### config.mk
export PLATFORM = sky130hd
export DESIGN_NAME = uart_rx_flat
export DESIGN_NICKNAME = d
export VERILOG_FILES = /design/src/rtl/uart_rx_pkg.sv /design/src/rtl/uart_rx_if.sv /design/src/rtl/uart_flag_buf.sv /design/src/rtl/uart_rx.sv /design/src/flat_wrapper.sv
export SDC_FILE = /design/constraint.sdc
export NUM_CORES = 1
export LEC_CHECK = 0
export CAP_MARGIN = 20
export CORE_MARGIN = 5
export CORE_UTILIZATION = 25
export DETAILED_ROUTE_END_ITERATION = 10
export GPL_TIMING_DRIVEN = 0
export PLACE_DENSITY = 0.46
export SLEW_MARGIN = 30
export SYNTH_ARGS = -nofsm -noshare
export SYNTH_HDL_FRONTEND = slang
export SYNTH_HIERARCHICAL = 1
export SYNTH_SLANG_ARGS = --single-unit
### constraint.sdc
create_clock -name clk -period 4.39 [get_ports clk]
set_clock_uncertainty 0.1 [all_clocks]
set_input_delay 0.878 -clock clk [delete_from_list [all_inputs] [get_ports clk]]
set_output_delay 0.878 -clock clk [all_outputs]
set_load 0.01 [all_outputs]
### src/rtl/uart_rx_pkg.sv
// Shared definitions for the oversampling UART receiver.
//   state_t      : receiver FSM states
//   DEF_*        : default frame/oversampling parameters
//   cnt_width()  : width of the oversample-tick counter
package uart_rx_pkg;

  typedef enum logic [1:0] {
    IDLE  = 2'd0,
    START = 2'd1,
    DATA  = 2'd2,
    STOP  = 2'd3
  } state_t;

  localparam int DEF_DBIT    = 8;
  localparam int DEF_SB_TICK = 16;
  localparam int DEF_OS      = 16;

  // The tick counter must reach both OS-1 (data bits) and SB_TICK-1 (stop period).
  function automatic int cnt_width(input int os, input int sb_tick);
    int m;
    m = (os > sb_tick) ? os : sb_tick;
    return (m > 1) ? $clog2(m) : 1;
  endfunction

endpackage

### src/rtl/uart_rx_if.sv
// Host-side bundle of the UART receiver.
//   rd_uart      : host read strobe (host -> receiver)
//   dout         : held received word
//   rx_full      : dout valid and unread
//   rx_done_tick : one-clock frame-complete pulse
//   frame_err    : stop bit sampled low on the held frame
//   overrun_err  : an unread word was overwritten
// master = receiver side, slave = host side.
interface uart_rx_if #(
  parameter int DBIT = 8
);
  logic            rd_uart;
  logic [DBIT-1:0] dout;
  logic            rx_full;
  logic            rx_done_tick;
  logic            frame_err;
  logic            overrun_err;

  modport master (
    input  rd_uart,
    output dout, rx_full, rx_done_tick, frame_err, overrun_err
  );

  modport slave (
    output rd_uart,
    input  dout, rx_full, rx_done_tick, frame_err, overrun_err
  );
endinterface

### src/rtl/uart_flag_buf.sv
// One-word holding buffer with full flag and overrun detection.
//   clk, reset : clock, asynchronous active-high reset
//   clr_flag   : host read; empties the buffer when it is full
//   set_flag   : load din and mark full
//   din / dout : word in / held word (dout keeps its value after a read)
//   flag       : buffer full
//   ovr        : a full, unread word was overwritten (cleared by a read)
module uart_flag_buf #(
  parameter int W = 8
) (
  input  logic         clk,
  input  logic         reset,
  input  logic         clr_flag,
  input  logic         set_flag,
  input  logic [W-1:0] din,
  output logic [W-1:0] dout,
  output logic         flag,
  output logic         ovr
);

  always_ff @(posedge clk or posedge reset) begin
    if (reset) begin
      dout <= '0;
      flag <= 1'b0;
      ovr  <= 1'b0;
    end else if (set_flag) begin
      // A read in the same cycle consumes the old word, so no overrun.
      dout <= din;
      flag <= 1'b1;
      ovr  <= flag & ~clr_flag;
    end else if (clr_flag && flag) begin
      flag <= 1'b0;
      ovr  <= 1'b0;
    end
  end

endmodule

### src/rtl/uart_rx.sv
// Oversampling UART receiver (LSB first, one start bit, DBIT data bits, stop period).
//   clk, reset : clock, asynchronous active-high reset
//   rx         : serial line, idle high, asynchronous to clk
//   s_tick     : one-clock oversample strobe (OS per bit)
//   host       : host-side bundle (read strobe, held word, status, error flags)
module uart_rx
  import uart_rx_pkg::*;
#(
  parameter int DBIT    = DEF_DBIT,
  parameter int SB_TICK = DEF_SB_TICK,
  parameter int OS      = DEF_OS
) (
  input  logic       clk,
  input  logic       reset,
  input  logic       rx,
  input  logic       s_tick,
  uart_rx_if.master  host
);

  localparam int SW = cnt_width(OS, SB_TICK);
  localparam int NW = (DBIT > 1) ? $clog2(DBIT) : 1;

  localparam logic [SW-1:0] S_MID  = SW'(OS / 2 - 1);
  localparam logic [SW-1:0] S_BIT  = SW'(OS - 1);
  localparam logic [SW-1:0] S_STOP = SW'(SB_TICK - 1);
  localparam logic [NW-1:0] N_LAST = NW'(DBIT - 1);

  state_t          state, state_n;
  logic [SW-1:0]   s, s_n;
  logic [NW-1:0]   n, n_n;
  logic [DBIT-1:0] shift, shift_n;
  logic            done;

  logic            rx_meta, rx_s;
  logic            need_high;
  logic            done_tick_q;
  logic            frame_err_q;
  logic            full;

  // Two-flop synchroniser, preset to the idle line level.
  always_ff @(posedge clk or posedge reset) begin
    if (reset) begin
      rx_meta <= 1'b1;
      rx_s    <= 1'b1;
    end else begin
      rx_meta <= rx;
      rx_s    <= rx_meta;
    end
  end

  always_ff @(posedge clk or posedge reset) begin
    if (reset) begin
      state <= IDLE;
      s     <= '0;
      n     <= '0;
      shift <= '0;
    end else begin
      state <= state_n;
      s     <= s_n;
      n     <= n_n;
      shift <= shift_n;
    end
  end

  always_comb begin
    state_n = state;
    s_n     = s;
    n_n     = n;
    shift_n = shift;
    done    = 1'b0;
    unique case (state)
      IDLE: begin
        if (!rx_s && !need_high) begin
          state_n = START;
          s_n     = '0;
        end
      end
      START: begin
        if (s_tick) begin
          if (s == S_MID) begin
            s_n = '0;
            if (!rx_s) begin
              state_n = DATA;
              n_n     = '0;
            end else begin
              state_n = IDLE;
            end
          end else begin
            s_n = s + 1'b1;
          end
        end
      end
      DATA: begin
        if (s_tick) begin
          if (s == S_BIT) begin
            s_n     = '0;
            shift_n = {rx_s, shift[DBIT-1:1]};
            if (n == N_LAST) state_n = STOP;
            else             n_n     = n + 1'b1;
          end else begin
            s_n = s + 1'b1;
          end
        end
      end
      STOP: begin
        if (s_tick) begin
          if (s == S_STOP) begin
            state_n = IDLE;
            s_n     = '0;
            done    = 1'b1;
          end else begin
            s_n = s + 1'b1;
          end
        end
      end
      default: state_n = IDLE;
    endcase
  end

  // A frame ending with the line still low (break or bad stop bit) must not
  // re-trigger START until the line has been seen high again.
  always_ff @(posedge clk or posedge reset) begin
    if (reset)              need_high <= 1'b0;
    else if (done && !rx_s) need_high <= 1'b1;
    else if (rx_s)          need_high <= 1'b0;
  end

  always_ff @(posedge clk or posedge reset) begin
    if (reset) begin
      done_tick_q <= 1'b0;
      frame_err_q <= 1'b0;
    end else begin
      done_tick_q <= done;
      if (done)                      frame_err_q <= ~rx_s;
      else if (host.rd_uart && full) frame_err_q <= 1'b0;
    end
  end

  uart_flag_buf #(.W(DBIT)) u_flag_buf (
    .clk      (clk),
    .reset    (reset),
    .clr_flag (host.rd_uart),
    .set_flag (done),
    .din      (shift),
    .dout     (host.dout),
    .flag     (full),
    .ovr      (host.overrun_err)
  );

  assign host.rx_full      = full;
  assign host.rx_done_tick = done_tick_q;
  assign host.frame_err    = frame_err_q;

endmodule

### src/flat_wrapper.sv
// flat-port wrapper written by rule: the top's interface ports become plain ports
module uart_rx_flat import uart_rx_pkg::*;
#(
  parameter int DBIT    = DEF_DBIT,
  parameter int SB_TICK = DEF_SB_TICK,
  parameter int OS      = DEF_OS
)
  (clk, reset, rx, s_tick, host_rd_uart, host_dout, host_rx_full, host_rx_done_tick, host_frame_err, host_overrun_err);
  uart_rx_if #(.DBIT(DBIT)) host_i ();
  input  logic clk;
  input  logic reset;
  input  logic rx;
  input  logic s_tick;
  input wire logic [$bits(host_i.rd_uart)-1:0] host_rd_uart;
  output wire logic [$bits(host_i.dout)-1:0] host_dout;
  output wire logic [$bits(host_i.rx_full)-1:0] host_rx_full;
  output wire logic [$bits(host_i.rx_done_tick)-1:0] host_rx_done_tick;
  output wire logic [$bits(host_i.frame_err)-1:0] host_frame_err;
  output wire logic [$bits(host_i.overrun_err)-1:0] host_overrun_err;
  assign host_i.rd_uart = host_rd_uart;
  assign host_dout = host_i.dout;
  assign host_rx_full = host_i.rx_full;
  assign host_rx_done_tick = host_i.rx_done_tick;
  assign host_frame_err = host_i.frame_err;
  assign host_overrun_err = host_i.overrun_err;
  uart_rx #(.DBIT(DBIT), .SB_TICK(SB_TICK), .OS(OS)) u_core (.clk(clk), .reset(reset), .rx(rx), .s_tick(s_tick), .host(host_i));
endmodule
==> impl_metrics.toml <==
[logic_synthesis]
synth-warning-count = 6
synth_fp_nets = 115
synth_seq_cells = 32
yosysSeqAreaShare_pct = 56.3
synth_area_um2 = 1430
synth_cell_types = 32
syn-instance-count = 107
syn_avg_cell_area_um2 = 13.3

[drt]
drt_wl_total_um = 2600
firstDrtPassIters = 3
drc_errors = 0
drtIter0Drc = 22
num_vias = 888
post_drt_wl_per_cell_um = 12.8
routed_via_density = 4.37
antenna_left = 0

[clock_network]
clock_path_buffers = 2
clk_latency_ns = 0.28
cts_resized = 0
cts_tree = "built"
postCtsHoldBufs = 0
clk_pin_slew_ns = 0.06
clock-sinks = 32
cts_root_buffer = "clkbuf_8"
post_cts_buffers = 0
htreeDepth = 2
cts_buffers = 5

[critical_path]
endpoint_kind = "register"
required_ns = 4.46
max_stage_delay_ns = 0.54
crit_fanout = 10
crit_start = "s_tick"
rr_endpoint = "u_core/u_flag_buf/dout[6]"
crit_type = "in -> reg"
critical_path_arrival_ns = 2.51
cp_cell_sequence = "clkdlybuf4s50_1 -> nand3_1 -> nor2_1 -> buf_6 -> mux2_4"
endpoint = "u_core/u_flag_buf/dout[6]"
slowest_stage = "clkdlybuf4s50_1"
reg2reg_slack_ns = 2.46
r2r_start = "u_core/s[0]"
worst_r2r_path_depth = 5
cp-start-kind = "input pin"

[sta]
maxSlewViolCount = 0
worst_pin_slew_ns = 0.464
setup_tns_ns = 0
fmax_mhz = 410
fin_crit_sh_pct = 55.6
period_minus_slack_ns = 2.44
worst_slack_ns = 1.95
max-slew-margin-rel_pct = 68.8
final-hold-violation-count = 0
finalSetupViolCount = 0
rsz0062_at_grt = "no"

[global_route]
grtUsageMet2_pct = 12.5
first_global_vias = 922
grt_use_total_pct = 7.89
grt.overflow.total = 0
grt_use_met1_pct = 9.25
antenna_found_initial = 0
grt_pass1_wl_um = 4400
grtUsageMet3_pct = 2.59
grt-busiest-layer = "met2"
grt_start_max_net_pins = 23

[floorplanning]
die_w_um = 85.6
core_area_um2 = 5540
die_y_um = 85.6
io_pins = 17
initial_core_util_pct = 25.8
die_area_um2 = 7320
row_count = 27

[cells_and_area]
fillers = 561
final_nets = 138
n_antenna_cell = 0
drive_above_1_share_pct = 20.6
finalInstanceArea_um2 = 1790
area_growth_pct = 25.1

[placement]
dpl_cell_area_um2 = 1680
place_congestion = 0.789
dp_slack_ns = 1.63
hpwlAfterDp_um = 1840
portBuffers = 16

[power_and_ir_drop]
irDropWorstVdd_uv = 239
p_leak_nw = 0.821
p_per_area_nw_per_um2 = 436

[status]
status = "complete, no violations"

[hold_path]
hold_path_class = "reg -> reg"

[job]
timing.max_cap.violations = 0
[cell families after synthesis]
group / count (synthesis) / synth area share, %
flip-flops: 32 / 56.3
AND/OR/NAND/NOR: 22 / 9.03
AO/OA/AOI/OAI: 20 / 11.1
multiplexers: 19 / 16.9
buffers and inverters: 10 / 3.42
adder cells (fa/ha/maj): 3 / 2.63
XOR/XNOR: 1 / 0.614
[flip-flops by register name, summed over array words and instances, names as in the netlist, named ones only]
| register | count |
|---|---|
| u_core/rx_s | 1 |
| u_core/s | 4 |
| u_core/u_flag_buf/flag | 1 |
| u_core/need_high | 1 |
| u_core/n | 3 |
| u_core/rx_meta | 1 |
| u_core/shift | 8 |
| u_core/host.frame_err | 1 |
| u_core/host.rx_done_tick | 1 |
| u_core/u_flag_buf/dout | 8 |
| u_core/state | 1 |
| u_core/u_flag_buf/ovr | 1 |
[cell usage in the layout, fill, tap and decap left out, types with 2 or more instances in the layout]
cell type	count
and3_1	2
nand3_1	6
mux2_1	8
mux2_4	8
dfstp_2	2
a31oi_1	2
a22o_1	2
mux2i_1	2
o21a_1	2
buf_2	3
ha_1	3
inv_1	5
dfrtp_1	30
clkdlybuf4s50_1	16
clkbuf_8	5
o21ai_1	6
nand2_1	8
[per-layer routing]
metal,routed length (µm),up-vias
met4,54,0
met3,113,5
li1,-,433
met2,1220,16
met5,0,-
met1,1200,434
[worst max-delay path: cells and delay by family]
kind	cells	cell delay [ns]
muxes	1	0.31
and+or+nand+nor	2	0.55
buffers and inverters	2	0.77
[cells in the mapped netlist, drive strengths merged]
cell | n | area share (%)
dfrtp | 30 | 53
mux2 | 17 | 16
nand2 | 8 | 2.1
inv | 6 | 1.6
nand3 | 6 | 2.1
o21ai | 6 | 2.1
buf | 4 | 1.8
ha | 3 | 2.6
a22o | 2 | 1.2
a31oi | 2 | 0.88
and3 | 2 | 0.88
dfstp | 2 | 3.7
mux2i | 2 | 1.4
o21a | 2 | 1.1
a2111oi | 1 | 1.9
a21o | 1 | 0.61
a21oi | 1 | 0.35
a221o | 1 | 0.70
nor2 | 1 | 0.26
nor3 | 1 | 1.1
nor4 | 1 | 0.44
nor4b | 1 | 0.61
nor4bb | 1 | 0.70
o2111ai | 1 | 0.61
o211ai | 1 | 0.53
o311ai | 1 | 0.61
o31ai | 1 | 0.53
or4 | 1 | 0.79
xor2 | 1 | 0.61
[layout make-up]
| class | instances | area [µm²] | share of cell area, % |
|---|---|---|---|
| Sequential cell | 32 | 803 | 45.0 |
| Multi-Input combinational cell | 65 | 576 | 32.2 |
| Inverter | 6 | 22.5 | 1.26 |
| Tap cell | 72 | 90.1 | 5.05 |
| Buffer | 4 | 26.3 | 1.47 |
| Clock inverter | 2 | 35.0 | 1.96 |
| Clock buffer | 6 | 72.6 | 4.06 |
| Timing Repair Buffer | 16 | 160 | 8.97 |
[per-stage QoR]
step / util (%) / total power [mW] / cells / hold slack (ns)
2_1_floorplan: - / 0.470 / 107 / 0.245
3_3_place_gp: 30.3 / 0.503 / 195 / 0.247
3_5_place_dp: 30.3 / 0.511 / 195 / 0.247
4_1_cts: 32.2 / 0.792 / 203 / 0.257
5_1_grt: 32.2 / 0.825 / 203 / 0.260
6_report: 32.2 / 0.779 / 203 / 0.256
[power by group]
| group | switching, mW | leakage (nW) | internal [mW] |
|---|---|---|---|
| Sequential | 0.0272 | 0.428 | 0.324 |
| Combinational | 0.0962 | 0.337 | 0.0592 |
| Clock | 0.104 | 0.0552 | 0.168 |
[worst min path at each step]
| stage | start | to | slack, ns | depth (start not counted) |
|---|---|---|---|---|
| floorplan | u_core/rx_meta | u_core/rx_s | 0.25 | 0 |
| global placement | u_core/rx_meta | u_core/rx_s | 0.25 | 0 |
| detailed placement | u_core/rx_meta | u_core/rx_s | 0.25 | 0 |
| CTS | u_core/rx_meta | u_core/rx_s | 0.26 | 0 |
| global route | u_core/rx_meta | u_core/rx_s | 0.26 | 0 |
| finish | u_core/rx_meta | u_core/rx_s | 0.26 | 0 |
No activity file was read; power rests on OpenSTA's default activity.
